==> config.mk <==
export PLATFORM = sky130hd
export DESIGN_NAME = mem_lsu
export DESIGN_NICKNAME = d
export VERILOG_FILES = /design/src/rtl/mem_lsu.sv
export SDC_FILE = /design/constraint.sdc
export NUM_CORES = 1
export LEC_CHECK = 0
export ABC_AREA = 1
export CORE_AREA = 2 2 82 163
export DETAILED_ROUTE_END_ITERATION = 8
export DIE_AREA = 0 0 84 165
export PLACE_DENSITY = 0.84
export SYNTH_ARGS = -nofsm -noshare
export SYNTH_HDL_FRONTEND = slang
export SYNTH_SLANG_ARGS = --single-unit
==> constraint.sdc <==
create_clock -name clk -period 2.6 [get_ports clk]
set_clock_uncertainty 0.05 [all_clocks]
set_input_delay 0.52 -clock clk [delete_from_list [all_inputs] [get_ports clk]]
set_output_delay 0.52 -clock clk [all_outputs]
set_load 0.05 [all_outputs]
==> src/rtl/mem_lsu.sv <==
// Load/store unit between a CPU request port and a single-ported word memory.
// Handles byte/half/word loads with extension and sub-word stores via read-modify-write.

module mem_lsu_lane #(
    parameter int VEC_W = 8
) (
    input  logic             sel,
    input  logic [VEC_W-1:0] old_byte,
    input  logic [VEC_W-1:0] new_byte,
    output logic [VEC_W-1:0] merged
);
    assign merged = sel ? new_byte : old_byte;
endmodule

module mem_lsu #(
    parameter logic [7:0] IO_WORD = 8'hFF
) (
    input  logic        clk,
    input  logic        rst_n,
    input  logic        req_valid,
    output logic        req_ready,
    input  logic        req_write,
    input  logic [1:0]  req_size,
    input  logic        req_unsigned,
    input  logic [9:0]  req_addr,
    input  logic [31:0] req_wdata,
    output logic        resp_valid,
    input  logic        resp_ready,
    output logic [31:0] resp_rdata,
    output logic        resp_err,
    output logic        mem_clk_enable,
    output logic [7:0]  mem_read_address,
    input  logic [31:0] mem_read_data,
    output logic [7:0]  mem_write_address,
    output logic [31:0] mem_write_data,
    output logic        mem_write_enable
);
    localparam int NUM_LANES = 4;
    localparam int VEC_W     = 8;

    localparam logic [1:0] IDLE  = 2'd0;
    localparam logic [1:0] READ  = 2'd1;
    localparam logic [1:0] WRITE = 2'd2;
    localparam logic [1:0] RESP  = 2'd3;

    typedef struct packed {
        logic        write;
        logic [1:0]  size;
        logic        uns;
        logic [9:0]  addr;
        logic [31:0] wdata;
    } lsu_req_t;

    logic [1:0]  state;
    lsu_req_t    req_q;
    logic [31:0] wr_word_q;
    logic [31:0] rdata_q;
    logic        err_q;
    logic        clk_en_q;
    logic        req_err;

    logic [NUM_LANES-1:0]            lane_sel;
    logic [NUM_LANES-1:0][VEC_W-1:0] old_lanes;
    logic [NUM_LANES-1:0][VEC_W-1:0] new_lanes;
    logic [NUM_LANES-1:0][VEC_W-1:0] merged_lanes;
    logic [31:0]                     shifted;
    logic [31:0]                     load_data;

    always_comb begin
        req_err = (req_size == 2'b11)
               || (req_size == 2'b01 && req_addr[0])
               || (req_size == 2'b10 && req_addr[1:0] != 2'b00)
               || (req_size != 2'b10 && req_addr[9:2] == IO_WORD);
    end

    // Sub-word store data is replicated across lanes; lane_sel picks which ones land.
    always_comb begin
        case (req_q.size)
            2'b00:   lane_sel = 4'b0001 << req_q.addr[1:0];
            2'b01:   lane_sel = req_q.addr[1] ? 4'b1100 : 4'b0011;
            default: lane_sel = 4'b1111;
        endcase
        case (req_q.size)
            2'b00:   new_lanes = {4{req_q.wdata[7:0]}};
            2'b01:   new_lanes = {2{req_q.wdata[15:0]}};
            default: new_lanes = req_q.wdata;
        endcase
        old_lanes = mem_read_data;
    end

    for (genvar g = 0; g < NUM_LANES; g++) begin : g_lane
        mem_lsu_lane #(.VEC_W(VEC_W)) u_lane (
            .sel      (lane_sel[g]),
            .old_byte (old_lanes[g]),
            .new_byte (new_lanes[g]),
            .merged   (merged_lanes[g])
        );
    end

    always_comb begin
        shifted = mem_read_data >> {req_q.addr[1:0], 3'b000};
        case (req_q.size)
            2'b00:   load_data = {{24{~req_q.uns & shifted[7]}}, shifted[7:0]};
            2'b01:   load_data = {{16{~req_q.uns & shifted[15]}}, shifted[15:0]};
            default: load_data = mem_read_data;
        endcase
    end

    always_ff @(posedge clk or negedge rst_n) begin
        if (!rst_n) begin
            state     <= IDLE;
            req_q     <= '0;
            wr_word_q <= '0;
            rdata_q   <= '0;
            err_q     <= 1'b0;
            clk_en_q  <= 1'b0;
        end else begin
            clk_en_q <= 1'b1;
            case (state)
                IDLE: if (req_valid) begin
                    req_q   <= '{req_write, req_size, req_unsigned, req_addr, req_wdata};
                    rdata_q <= '0;
                    err_q   <= req_err;
                    if (req_err)
                        state <= RESP;
                    else if (req_write && req_size == 2'b10) begin
                        wr_word_q <= req_wdata;
                        state     <= WRITE;
                    end else
                        state <= READ;
                end
                READ: begin
                    if (req_q.write) begin
                        wr_word_q <= merged_lanes;
                        state     <= WRITE;
                    end else begin
                        rdata_q <= load_data;
                        state   <= RESP;
                    end
                end
                WRITE: state <= RESP;
                RESP:  if (resp_ready) state <= IDLE;
                default: state <= IDLE;
            endcase
        end
    end

    assign req_ready         = (state == IDLE);
    assign resp_valid        = (state == RESP);
    assign resp_rdata        = rdata_q;
    assign resp_err          = err_q;
    assign mem_clk_enable    = clk_en_q;
    assign mem_read_address  = req_q.addr[9:2];
    assign mem_write_address = req_q.addr[9:2];
    assign mem_write_data    = wr_word_q;
    assign mem_write_enable  = (state == WRITE);
endmodule

==> summary.md <==
| Metric | Value |
|---|---|
| Status | finished clean |
| Post-Syn Instances | 901 |
| Area leader, netlist | dfrtp_1 |
| Filler Cells Inserted | between 900 and 1,000 |
| DRC | 0 |
| Total grt overflow | 0 |
| Via density per instance | between 5 and 6 |
| DP HPWL | 15,600 um |
| Area grow syn2layout | 32.5% |
| Total CTS buffers | 17 |
| Pre-antenna DRT Iters | 6 |
| Final min period | between 2 and 2.5 ns |
| Antenna cells | 0 |
| Unrepaired setup endpoints after global routing | false |
| Worst EP arrival | approximately 1.8 ns |
| Final instance area | slightly below 9000 sq um |
| H-Tree Depth | 4 |
| Slew @ Worst Pin | around 0.63 ns |
| Met2 Track Usage GR | 0.564 |
| Vias in the first global route | 6,774 |
| Synth area leaders | dfrtp_1 43%, nand2_1 18%, nand3_1 8.3% |
| Largest net degree at the start of global routing | 74 |
| FF+latch area | 2850 sq um |
| Critical-path cell list | ha_1, clkdlybuf4s50_1 |
| Final ANT Viol Nets | 0 |
| Min-delay worst type | primary input to async pin |
| CP max stage delay | just over 0.8 ns |
| IO buf count | 166 |
| Area after DPL | approximately 8300 sq um |
| Post-Route Setup TNS | 0 ns |
| Worst hold slack | roughly 0.065 ns |
| Syn Nets | between 900 and 1,000 |
| Core area | around 13,000 sq um |
| Data required, critical path | around 2.0 ns |
| CTS clock-pin slew for the worst setup and hold paths | 0.06 ns |
| CTS tree | yes |
| Worst vdd ir | 1550 uV |
| Relative slew slack | 0.582 |
| Max-cap violation count | 0 |
| Routed length per instance | between 15 and 20 um |
| P_leak | ~4.4 nW |
| Crit-path max FO | 4 |
| Met3 usage | 0.0615 |
| # hold bufs at CTS | 0 |
| Post-synthesis compound-gate area fraction | 0.105 |
| Clock tree sinks | about 110 |
| Final period utilization | 0.920 |
| Synth Area in Adders | 0.00939 |
| CTS Buffer Depth | 2 |
| R2r worst-path depth | 6 |
| Slew Limit Fails | 0 |
| Post-synthesis sequential area ratio | 0.428 |
| NumNets Final | roughly 1,100 |
| Initial antenna violation count | 0 |
| Vias post-DR | about 6,700 |
| Die X | about 84 um |
| Yosys reg bits | approximately 110 |
| Setup ws final | about 0.21 ns |
| Slowest CP cell | clkdlybuf4s50_1 |
| Total Power | 13.2 mW |
| Layout cells sized above 1 | 0.107 |
| Rows | 58 |
| Met1 usage | 0.330 |
| Io pins | between 150 and 200 |
| Simple logic cell fraction of the synthesized area | 0.323 |
| Die Y | 165 um |
| Root buffer cell | clkbuf_16 |
| Syn_area_per_cell | about 7.4 sq um |
| CP Class | flop to primary output |
| Distinct cells, synth | 36 |
| Area of the multi-input gates | ~3200 sq um |
| Synth Area in XOR/XNOR | 0 |
| Cell Pwr Density | 1500 nW/um^2 |
| Area of the mapped netlist | approximately 6700 sq um |
| Final setup fails | 0 |
| Multiplexer area fraction after synthesis | 0.0355 |
| DR iter-0 viols | about 460 |
| Synth top area share | 0.428 |
| Initial Utilization | 0.531 |
| Startpoint Class | flop |
| DP Worst Slack | a little under 0.4 ns |
| Grt peak-use layer | met2 |
| Final GP Congestion | around 0.99 |
| Crit. End Element | primary output |
| Fmax | between 400 and 500 MHz |
| Clk Latency, worst-skew pair | about 0.42 ns |
| Hold Vio Cnt, Final | 0 |
| Total wire length | 21,200 um |
| Synth Warn # | 0 |
| Largest family of logic cells by synthesized area | simple AND/OR/NAND/NOR gates |
| Global-route wire length before repair | about 34,000 um |
| Die area | roughly 14,000 sq um |
| GRT Total Usage | 0.313 |
[metrics by stage]
stage / utilization / std cells
floorplan: - / 901
global placement: 0.661 / 1169
detailed placement: 0.661 / 1169
CTS: 0.703 / 1200
global route: 0.703 / 1200
finish: 0.703 / 1200
[flip-flops by register name, indices dropped and copies added (netlist names)]
name and cells:
req_q 38, mem_read_address 8, state 2, mem_clk_enable 1, resp_rdata 32, resp_err 1
mem_write_data 32
[timing repair]
item,4_1_cts,5_1_grt
gates resized for setup,0,1
buffers inserted,0,0
setup endpoints to repair,0,1
[report_power, final]
| part | total [mW] | switching, mW | leakage [nW] | internal [mW] |
|---|---|---|---|---|
| Clock | 2.13 | 0.835 | 0.255 | 1.29 |
| Sequential | 3.18 | 0.593 | 1.39 | 2.59 |
| Combinational | 7.89 | 5.33 | 2.78 | 2.56 |
| Total | 13.2 | 6.76 | 4.43 | 6.44 |
[final cells by class]
type / instances / share of cell area
clock buffers: 20 / 0.0495
repair buffers: 184 / 0.207
multi-input cells: 650 / 0.357
inverters: 71 / 0.0310
clock inverters: 11 / 0.0103
flip-flops and latches: 114 / 0.323
well taps: 150 / 0.0213
[cells in the mapped netlist (all sizes together)]
cell,number
nand2,339
dfrtp,114
nand3,112
inv,71
a21oi,59
buf,51
nor2,44
o21ai,44
mux2,21
clkbuf,15
o211ai,8
o22ai,7
a22oi,5
ha,5
nand3b,2
a211oi,1
and2,1
conb,1
nor3,1
[worst paths after layout]
kind                                         from                   to  slack (ns)
worst max-delay path                     state[0]           resp_valid        0.21
worst min-delay path                        rst_n  mem_read_address[7]        0.07
worst max register to register          req_q[44]       resp_rdata[16]        0.57
worst min register to register  mem_write_data[1]    mem_write_data[1]        0.42
max in group asynchronous                   rst_n   mem_write_data[14]        1.72
min in group clk                mem_write_data[1]    mem_write_data[1]        0.42
[metal layers]
| layer | part of all wire | up-vias |
|---|---|---|
| met3 | 0.065 | 102 |
| li1 | - | 3160 |
| met2 | 0.52 | 380 |
| met5 | 0 | - |
| met1 | 0.35 | 3090 |
| met4 | 0.069 | 0 |
[logic make-up (layout without fill, tap and decap cells)]
group,count (synthesis),count (layout)
AND/OR/NAND/NOR,499,499
multiplexers,21,21
other,1,1
adder cells (fa/ha/maj),5,5
buffers and inverters,137,286
flip-flops,114,114
AO/OA/AOI/OAI,124,124
[placed cells by master, fill, tap and decap left out, types with 2 or more instances in the layout]
cell and instances:
o21ai_2 2, dfrtp_1 113, mux2_2 21, nor2_1 38, clkbuf_1 3, a22oi_1 5, inv_2 6, clkinvlp_4 3
o21ai_1 11, buf_12 3, o22ai_1 7, buf_4 17, clkbuf_16 17, nand2_4 4, clkdlybuf4s50_1 163, a21oi_1 58
nand2_2 17, o21ai_4 2, o211ai_1 8, clkinv_2 6, nand3_1 111, ha_1 5, o21ai_0 29, nor2_4 5
inv_1 63, nand2_1 318
[worst max-delay path: cells and delay by family (launching register included)]
kind	cells	cell delay, ns
fa+ha+maj	1	0.20
buf+inv	1	0.81
flops	1	0.40
No activity file was read; power rests on OpenSTA's default activity.
